[src/rtl/restoring_div_param.sv]
// Parametrised restoring divider: one quotient bit per clock behind a start/ready/valid handshake.
// Optional macro SIGNED_DIV_EN adds the signed_op port and truncating two's-complement division.
module restoring_div_param #(
  parameter int WIDTH = 8
) (
  input  logic             clk,
  input  logic             rst,
  input  logic             start,
  input  logic [WIDTH-1:0] dividend,
  input  logic [WIDTH-1:0] divisor,
`ifdef SIGNED_DIV_EN
  input  logic             signed_op,
`endif
  output logic             ready,
  output logic             valid,
  output logic [WIDTH-1:0] quot,
  output logic [WIDTH-1:0] rem,
  output logic             dbz
);

  localparam int CNT_W = $clog2(WIDTH);
  localparam logic [CNT_W-1:0] LAST = CNT_W'(WIDTH - 1);

  typedef enum logic [1:0] {
    IDLE = 2'd0,
    CALC = 2'd1,
    DONE = 2'd2
  } state_t;

  state_t           state;
  logic [CNT_W-1:0] cnt;
  logic             dbz_pend;
  logic [WIDTH-1:0] r_acc;
  logic [WIDTH-1:0] q_acc;
  logic [WIDTH-1:0] dvsr;
  logic [WIDTH:0]   r_shift;
  logic [WIDTH:0]   diff;
  logic [WIDTH-1:0] mag_a;
  logic [WIDTH-1:0] mag_b;
  logic [WIDTH-1:0] res_q;
  logic [WIDTH-1:0] res_r;
  logic             accept;
  logic             div_zero;

  assign accept   = start && ready;
  assign div_zero = (divisor == '0);

  // Partial remainder stays below the divisor, so only its low WIDTH bits are stored;
  // the trial subtraction is carried out at WIDTH+1 bits.
  assign r_shift = {r_acc, q_acc[WIDTH-1]};
  assign diff    = r_shift - {1'b0, dvsr};

`ifdef SIGNED_DIV_EN
  logic neg_a;
  logic neg_b;
  logic neg_q;
  logic neg_r;

  function automatic logic [WIDTH-1:0] cond_neg(input logic [WIDTH-1:0] v, input logic neg);
    return neg ? (~v + WIDTH'(1)) : v;
  endfunction

  assign neg_a = signed_op && dividend[WIDTH-1];
  assign neg_b = signed_op && divisor[WIDTH-1];
  assign mag_a = cond_neg(dividend, neg_a);
  assign mag_b = cond_neg(divisor, neg_b);
  assign res_q = cond_neg(q_acc, neg_q);
  assign res_r = cond_neg(r_acc, neg_r);
`else
  assign mag_a = dividend;
  assign mag_b = divisor;
  assign res_q = q_acc;
  assign res_r = r_acc;
`endif

  // Control: state, handshake, iteration count and the published result registers.
  always_ff @(posedge clk or negedge rst) begin
    if (!rst) begin
      state    <= IDLE;
      ready    <= 1'b1;
      valid    <= 1'b0;
      cnt      <= '0;
      dbz_pend <= 1'b0;
      quot     <= '0;
      rem      <= '0;
      dbz      <= 1'b0;
`ifdef SIGNED_DIV_EN
      neg_q    <= 1'b0;
      neg_r    <= 1'b0;
`endif
    end else begin
      valid <= 1'b0;
      case (state)
        IDLE, DONE: begin
          if (state == DONE) begin
            valid <= 1'b1;
            quot  <= res_q;
            rem   <= res_r;
            dbz   <= dbz_pend;
          end
          if (start) begin
            cnt      <= '0;
            dbz_pend <= div_zero;
            state    <= div_zero ? DONE : CALC;
            ready    <= div_zero;
`ifdef SIGNED_DIV_EN
            // Divide-by-zero results are passed through raw, so no sign fix-up.
            neg_q    <= !div_zero && (neg_a ^ neg_b);
            neg_r    <= !div_zero && neg_a;
`endif
          end else begin
            state <= IDLE;
          end
        end
        CALC: begin
          if (cnt == LAST) begin
            state <= DONE;
            ready <= 1'b1;
            cnt   <= '0;
          end else begin
            cnt <= cnt + CNT_W'(1);
          end
        end
        default: begin
          state <= IDLE;
          ready <= 1'b1;
        end
      endcase
    end
  end

  // Datapath: operand capture and one shift/trial-subtract/restore step per CALC cycle.
  always_ff @(posedge clk) begin
    if (accept) begin
      if (div_zero) begin
        q_acc <= '1;
        r_acc <= dividend;
      end else begin
        q_acc <= mag_a;
        r_acc <= '0;
        dvsr  <= mag_b;
      end
    end else if (state == CALC) begin
      if (!diff[WIDTH]) begin
        r_acc <= diff[WIDTH-1:0];
        q_acc <= {q_acc[WIDTH-2:0], 1'b1};
      end else begin
        r_acc <= r_shift[WIDTH-1:0];
        q_acc <= {q_acc[WIDTH-2:0], 1'b0};
      end
    end
  end

endmodule
[config.mk]
export PLATFORM = sky130hd
export DESIGN_NAME = restoring_div_param
export DESIGN_NICKNAME = d
export VERILOG_FILES = /design/src/rtl/restoring_div_param.sv
export SDC_FILE = /design/constraint.sdc
export NUM_CORES = 1
export LEC_CHECK = 0
export CORE_ASPECT_RATIO = 1.75
export CORE_MARGIN = 2
export CORE_UTILIZATION = 48
export CTS_CLUSTER_DIAMETER = 50
export DETAILED_ROUTE_END_ITERATION = 12
export HOLD_SLACK_MARGIN = 0.08
export PLACE_DENSITY_LB_ADDON = 0.15
export SLEW_MARGIN = 20
export SYNTH_ARGS = -nofsm -noshare
export SYNTH_HDL_FRONTEND = slang
export SYNTH_SLANG_ARGS = --single-unit
[constraint.sdc]
create_clock -name clk -period 2.5 [get_ports clk]
set_clock_uncertainty 0.1 [all_clocks]
set_input_delay 0.25 -clock clk [delete_from_list [all_inputs] [get_ports clk]]
set_output_delay 0.25 -clock clk [all_outputs]
set_load 0.01 [all_outputs]
; Word-level counts from Yosys, hierarchy flattened
; Index checks and enable logic that the tools add are counted.
[word_totals]
ff_bits = 49
in_bits = 19
out_inout_bits = 19
elab_cells = 50
[classes]
addsub = 2
n_eq_ne = 5
mux = 20
bitwise = 1
n_reduce_logical = 11
[op_table]
columns = op, count
row1 = 2-to-1 mux 8 bit, 7
row2 = AND reduction 2 bit, 5
row3 = subtractor 9 x 8 -> 9 bit, 1
row4 = zero test 8 bit, 1
row5 = 2-to-1 mux 2 bit, 3
row6 = 2-to-1 mux 3 bit, 2
row7 = case mux 3 bit (2 select lines), 1
row8 = 2-to-1 mux 1 bit, 5
row9 = inequality test 2 bit (second input constant), 2
row10 = case mux 2 bit (2 select lines), 1
row11 = nonzero test 2 bit, 2
row12 = adder 3 x 1 -> 3 bit (second input constant), 1
row13 = equality test 3 bit (second input constant), 1
row14 = equality test 2 x 1 -> 1 bit (second input constant), 1
row15 = equality test 2 bit (second input constant), 1
row16 = zero test 2 bit, 1
row17 = case mux 1 bit (2 select lines), 1
row18 = OR reduction 2 bit, 1
row19 = logical AND 1 bit, 1
row20 = NOT 1 bit, 1

; Depth between registers and ports, before layout
; Gate-level depths: netlist (run 1).
[logic_depth]
depth_word = 4
mapped_depth = 12
ltp_nobuf = 10

; Worst setup path before layout (run 1)
; No wires, ideal clock.
[synth_timing]
kind = reg-to-reg
from = reg q_acc[7]
to = reg r_acc[6], data pin
t_arrival_ns = 2.110
required_ns = 2.132
setup_slack_ns = 0.021
stages_incl_launch_ff = 13
path_buffers = 2
period_less_slack_ns = 2.479
cell_sequence = edfxtp_1 > inv_1 > ha_1 > inv_1 > fa_1 > a211oi_2 > nor3_2 > mux2i_1 > and3_1 > buf_6 > buf_8 > a32oi_1 > o31ai_1
[synth_between]
elab_chain_len = 4
[synth_rtl]
columns = element, line_no
row1 = "start, declared", 34  ; logic [WIDTH-1:0] q_acc;
row2 = "start signal, assigned", 139  ; q_acc <= mag_a;
row3 = "start signal, assigned", 146  ; q_acc <= {q_acc[WIDTH-2:0], 1'b1};
row4 = "start signal, assigned", 149  ; q_acc <= {q_acc[WIDTH-2:0], 1'b0};
row5 = subtractor 9 x 8 -> 9 bit, 51  ; assign diff = r_shift - {1'b0, dvsr};
row6 = 2-to-1 mux 8 bit, 144  ; if (!diff[WIDTH]) begin
row7 = 2-to-1 mux 8 bit, 143  ; end else if (state == CALC) begin
row8 = 2-to-1 mux 8 bit, 134  ; if (accept) begin
row9 = "end signal, assigned", 137  ; r_acc <= dividend;
row10 = "end signal, assigned", 145  ; r_acc <= diff[WIDTH-1:0];
row11 = "end signal, assigned", 148  ; r_acc <= r_shift[WIDTH-1:0];
row12 = "end, declared", 33  ; logic [WIDTH-1:0] r_acc;
; Every way passes these cells. The select of a mux whose other input is x is not followed.
; A chain may end at the register's enable or synchronous reset.

; Worst setup path after layout (run 1)
[layout_timing]
from = reg q_acc[7]
to = reg r_acc[7], data pin
; Same word-level chain as after synthesis.

==> results_dict.tcl, run 1 <==
set metrics [dict create \
    status "finished, final reports clean" \
    syn_avg_cell_area_um2 12.7 \
    synth_cells 188 \
    p_leak_nw 1.30 \
    synthesis.nets 218 \
    fill_cells 391 \
    wire_per_inst_um 16.9 \
    path_class "flop to flop" \
    cts_buffer_depth 2 \
    maxSlewViolCount 0 \
    crit_buf_inv 3 \
    synth_flop_cell "edfxtp_1" \
    fin_nets 271 \
    cp.required_ps 2450 \
    vias 1672 \
    ant_nets 0 \
    cp_slowest_cell "edfxtp_1" \
    endpoint_kind "flop" \
    io_buffers 37 \
    design.core.area_um2 4750 \
    cts_root_buf "clkbuf_8" \
    cp_top_family "compound AO/OA/AOI/OAI gates" \
    synthToLayoutAreaGrowth_pct 27.4 \
    hold_class "input pin to asynchronous set/reset pin" \
    fp.dieW_um 57.3 \
    netlist.area_leader.share_pct 30.3 \
    die_area_um2 5560 \
    finalCritPeriodShare_pct 97.9 \
    final-setup-viol-count 0 \
    synth_area_leaders "edfxtp_1 30%, dfrtp_1 25%, mux2_2 8.0%, ha_1 5.3%, o22a_1 2.9%" \
    worstMarginPinSlew_ps 679 \
    fp-row-count 33 \
    max_stage_delay_ps 410 \
    htreeDepth 2 \
    worstPathArrival_ps 2400 \
    grt_util_all_layers_pct 19.5 \
    n_antenna_cell 0 \
    worstPathMaxFanout 7 \
    die_y_um 97.2 \
    relSlewSlack_pct 54.6 \
    period_needed_ps 2450 \
    finalWeightedCongestion 0.814 \
    cp-start-kind "flop" \
    cts_buffers 5 \
    syn-cell-area_um2 2380 \
    synth_edf_count 24 \
    maxCapViolCount 0 \
    grt_start_max_net_pins 17 \
    clk_pin_slew_ps 90 \
    wl_um 4980 \
    cts_tree "built" \
    clock-sinks 49 \
    antenna_found_initial 0 \
    drc_errors 0 \
    ys_ff_latch 49 \
    finalPower_mw 3.78 \
    synth_cell_types 42 \
    dr.pass1.iters 5 \
    insertion_delay_ps 300 \
    grt_pass1_wl_um 8280 \
    grt_pass1_vias 1772 \
    overflow 0 \
    synthTopCellsByCount "24 x dfrtp_1, 24 x edfxtp_1, 17 x mux2_2, 17 x nand2_1, 11 x inv_1" \
    hold_buffers 0 \
    rsz0062_at_grt "true" \
    ys_warn_count 0 \
    final_layout_size_suffix_gt1_share_pct 21.5 \
    fmax_mhz 408 \
    hold_violations 0 \
    multi_input_comb_area_um2 980 \
    regArea_um2 1350 \
    hold_slack_ps 249 \
    ir_drop_mv 0.742 \
    ioPinCount 38 \
    place_hpwl_um 3950 \
    crit_path_frequent_cell "inv_2" \
    async_flop_share_pct 51.0 \
    drt-vias-per-instance 5.69 \
    ys_seq_area_share_pct 56.6 \
    path_cells "inv_2 > ha_4 > inv_2 > fa_2 > a211oi_2 > nor3_2 > mux2i_1 > and3_4 > buf_6 > a32oi_2 > o31ai_2" \
    worst-r2r-setup-slack_ps 50 \
    start_util_pct 50.2 \
    drtIter0Drc 41 \
    p_per_area_nw_per_um2 1250 \
    synth_largest_area_cell "edfxtp_1" \
]
-- cells in the final DEF (no fill, tap or decap), types with 5 or more instances in the layout --
cell             instances
o21ai_0                  5
dfrtp_1                 24
xor2_1                   5
ha_1                     9
inv_1                    9
mux2_2                  17
mux2i_1                  5
buf_4                   15
edfxtp_1                24
nand2_1                 17
o22a_1                   8
clkbuf_8                 5
nor2_1                   6
clkdlybuf4s50_1         37
a21oi_1                  5
nand3_1                  6
-- worst reg2reg max path, stage by stage, from the launching register on --
cell	delay, ps
edfxtp_1	410
inv_2	100
ha_4	130
inv_2	30
fa_2	360
a211oi_2	250
nor3_2	80
mux2i_1	120
and3_4	180
buf_6	130
a32oi_2	200
o31ai_2	100
-- metal layers --
layer	GRT usage (%)	part of all wire, %
met1	20.6	35
met2	35.7	58
met3	3.73	4.2
met4	9.12	2.7
met5	0	0
-- sequential cells by signal, summed over array words and instances, names as in the netlist, 2 cells and up --
register,count
q_acc,8
quot,8
cnt,3
dvsr,8
rem,8
state,2
r_acc,8
-- area by class of cell --
type | count | area share [%]
Inverter | 11 | 1.36
Clock inverter | 2 | 1.15
Clock buffer | 6 | 2.39
Sequential cell | 49 | 44.4
Tap cell | 52 | 2.14
Multi-Input combinational cell | 121 | 32.3
Timing Repair Buffer | 53 | 16.3
-- repair_timing --
item                       in CTS  in global routing
pin swaps                       6                  5
buffers inserted                1                  2
setup endpoints to repair       9                  8
gates resized for setup         8                  5
-- power breakdown --
group          switching (mW)  internal (mW)
Clock                   0.257          0.297
Sequential              0.214           1.25
Combinational           0.829          0.936
Total                    1.30           2.48
-- metrics by stage --
| stage | worst slack, ps | setup TNS, ps | util [%] | cells | cell area [µm²] |
|---|---|---|---|---|---|
| final | 51.6 | 0 | 63.9 | 294 | 3040 |
| after floorplan | 21.1 | 0 | - | 188 | 2380 |
| after detailed placement | -147 | -580 | 60.4 | 283 | 2870 |
| after global placement | -67.6 | -162 | 60.4 | 283 | 2870 |
| after global routing | -73.7 | -237 | 63.9 | 294 | 3040 |
| after CTS | 0.657 | 0 | 63.5 | 292 | 3020 |
-- worst paths after layout --
check,startpoint,to,cells past startpoint
worst max-delay path,q_acc[7]$_DFFE_PP_,r_acc[7]$_DFFE_PP_,11
worst min-delay path,rst,quot[4]$_DFFE_PN0P_,1
worst max register to register,q_acc[7]$_DFFE_PP_,r_acc[7]$_DFFE_PP_,11
worst min register to register,dbz_pend$_DFFE_PN0P_,dbz_pend$_DFFE_PN0P_,2
max in group asynchronous,rst,rem[4]$_DFFE_PN0P_,2
min in group clk,dbz_pend$_DFFE_PN0P_,dbz_pend$_DFFE_PN0P_,2
-- cells by family (layout without fill, tap and decap cells) --
| group | count (synthesis) | after routing | synth area share, % |
|---|---|---|---|
| flip-flops | 49 | 49 | 56.6 |
| AND/OR/NAND/NOR | 44 | 44 | 9.30 |
| AO/OA/AOI/OAI | 38 | 38 | 12.0 |
| multiplexers | 22 | 22 | 10.1 |
| buffers and inverters | 18 | 72 | 3.68 |
| adder cells (fa/ha/maj) | 11 | 11 | 6.09 |
| XOR/XNOR | 6 | 6 | 2.21 |
No activity file was read; power rests on OpenSTA's default activity.
==> run 2, diff against run 1 <==
CORE_MARGIN = default   (was 2)
DONT_BUFFER_PORTS = 1   (was default)
==> run 2 against run 1 <==
  * Flip-flop and latch count stayed put
  * Critical path depth fell by 1
  * Final cell count decreased by 7.1%
  * Fmax down 2.0%
  * Final area down 6.5%
  * First-iteration DRC count down 17%
  * Register-to-register slack lost 50 ps
  * Setup slack lost 51 ps
  * Routed wire length shrank 3.0%
  * Global-route usage hardly changed
  * Largest cell class unchanged
  * Highest routed layer unchanged
==> results_dict.tcl, run 2 (synthesis gave the netlist of run 1 again) <==
set metrics [dict create \
    path_cells "inv_2 > ha_4 > inv_2 > fa_2 > a211oi_4 > nor3_2 > mux2i_1 > and3_4 > mux2i_1 > o21ai_1" \
    p_per_area_nw_per_um2 1250 \
    hold_class "input pin to flop" \
    clock-sinks 49 \
    drc_errors 0 \
    grt_pass1_vias 1656 \
    ir_drop_mv 0.787 \
    busiest_layer "met2" \
    cp-start-kind "flop" \
    fin_nets 250 \
    p_seq_share_pct 42.8 \
    met2_usage_pct 37.7 \
    finalCritPeriodShare_pct 100 \
    synthToLayoutAreaGrowth_pct 19.1 \
    gr-usage-met1_pct 19.4 \
    cp_top_family "adder cells" \
    hold_violations 0 \
    vias 1568 \
    cts_buffer_depth 2 \
    worstMarginPinSlew_ps 665 \
    cts_tree "built" \
    endpoint_kind "flop" \
    clk_pin_slew_ps 90 \
    p_leak_nw 1.23 \
    switching_share_pct 36.7 \
    grt_pass1_wl_um 7710 \
    rsz0062_at_grt "true" \
    max_stage_delay_ps 410 \
    relSlewSlack_pct 55.5 \
    die_area_um2 5260 \
    place_hpwl_um 3480 \
    design.core.area_um2 4710 \
    ant_nets 0 \
    antenna_found_initial 0 \
    mostFrequentLayoutCells "24 x dfrtp_1, 24 x edfxtp_1, 18 x dlygate4sd3_1, 17 x nand2_1, 17 x mux2_2" \
    grt_start_max_net_pins 26 \
    drt-vias-per-instance 5.74 \
    status "finished, final reports clean" \
    fin_cells 273 \
    crit_buf_inv 2 \
    final-setup-viol-count 0 \
    p_int_mw 2.24 \
    drtIter0Drc 34 \
    switchingPower_mw 1.30 \
    worst-r2r-setup-slack_ps 0.4 \
    hold_slack_ps 101 \
    wl_um 4830 \
    htreeDepth 2 \
    pwr-share-clk_pct 13.1 \
    cp_slowest_cell "edfxtp_1" \
    cp.required_ps 2450 \
    dr.pass1.iters 4 \
    period_needed_ps 2500 \
    finalWeightedCongestion 0.744 \
    grt_util_all_layers_pct 19.5 \
    cts_buffers 5 \
    cts_root_buf "clkbuf_8" \
    ioPinCount 38 \
    fp.dieW_um 55.3 \
    overflow 0 \
    final_layout_size_suffix_gt1_share_pct 23.1 \
    insertion_delay_ps 300 \
    io_buffers 0 \
    place_inst 242 \
    die_y_um 95.2 \
    wire_per_inst_um 17.7 \
    fmax_mhz 400 \
    fp-row-count 33 \
    comb_power_share_pct 44.1 \
    path_class "flop to flop" \
    start_util_pct 50.6 \
    worstPathMaxFanout 7 \
    grtUsageMet3_pct 4.07 \
    maxSlewViolCount 0 \
    worstPathArrival_ps 2450 \
    maxCapViolCount 0 \
    n_antenna_cell 0 \
]
==> run 2: cell type report <==
class                   instances  area [µm²]
fillers                       408        1870
inverters                      11        41.3
multi-input cells             121         988
well taps                      52        65.1
clock buffers                   5        68.8
flip-flops and latches         49        1350
repair buffers                 32         305
clock inverters                 3        21.3
==> run 2: layer usage <==
layer | part of all wire, % | vias to the layer above
met5 | 0 | -
met4 | 3.5 | 0
met3 | 3.3 | 12
met2 | 57 | 43
met1 | 36 | 763
li1 | - | 750
==> run 2: path summary, 6_finish.rpt <==
| kind | from | end | cells after the start |
|---|---|---|---|
| max in group asynchronous | rst | ready$_DFFE_PN1P_ | 2 |
| worst max-delay path | q_acc[7]$_DFFE_PP_ | r_acc[1]$_DFFE_PP_ | 10 |
| worst max register to register | q_acc[7]$_DFFE_PP_ | r_acc[1]$_DFFE_PP_ | 10 |
| worst min register to register | dbz_pend$_DFFE_PN0P_ | dbz_pend$_DFFE_PN0P_ | 2 |
| worst min-delay path | start | ready$_DFFE_PN1P_ | 2 |
| min in group asynchronous | rst | quot[4]$_DFFE_PN0P_ | 2 |
==> run 2: metrics by stage <==
| step | power (mW) | utilization (%) | area, µm² | TNS (ps) | setup slack (ps) |
|---|---|---|---|---|---|
| finish | 3.55 | 60.3 | 2840 | 0 | 0.356 |
| detailed placement | 2.89 | 52.4 | 2470 | -485 | -115 |
| CTS | 3.50 | 59.6 | 2800 | 0 | 6.03 |
| global placement | 2.82 | 52.4 | 2470 | -226 | -64.1 |
| floorplan | 2.53 | - | 2380 | 0 | 21.1 |
| global route | 3.78 | 60.3 | 2840 | -897 | -137 |
==> run 2: repair_timing <==
action	4_1_cts	5_1_grt
gates resized for setup	8	7
buffers inserted	2	3
pin swaps	4	4
hold buffers	19	0
endpoints found under the setup margin	8	8
hold endpoints to repair	51	0
==> run 2: power groups by stage <==
stage	Combinational, mW	Sequential [mW]	Clock, mW
2_1_floorplan	1.09	1.44	0
3_3_place_gp	1.29	1.53	0
3_5_place_dp	1.35	1.54	0
4_1_cts	1.49	1.53	0.484
5_1_grt	1.72	1.56	0.510
6_report	1.56	1.52	0.466
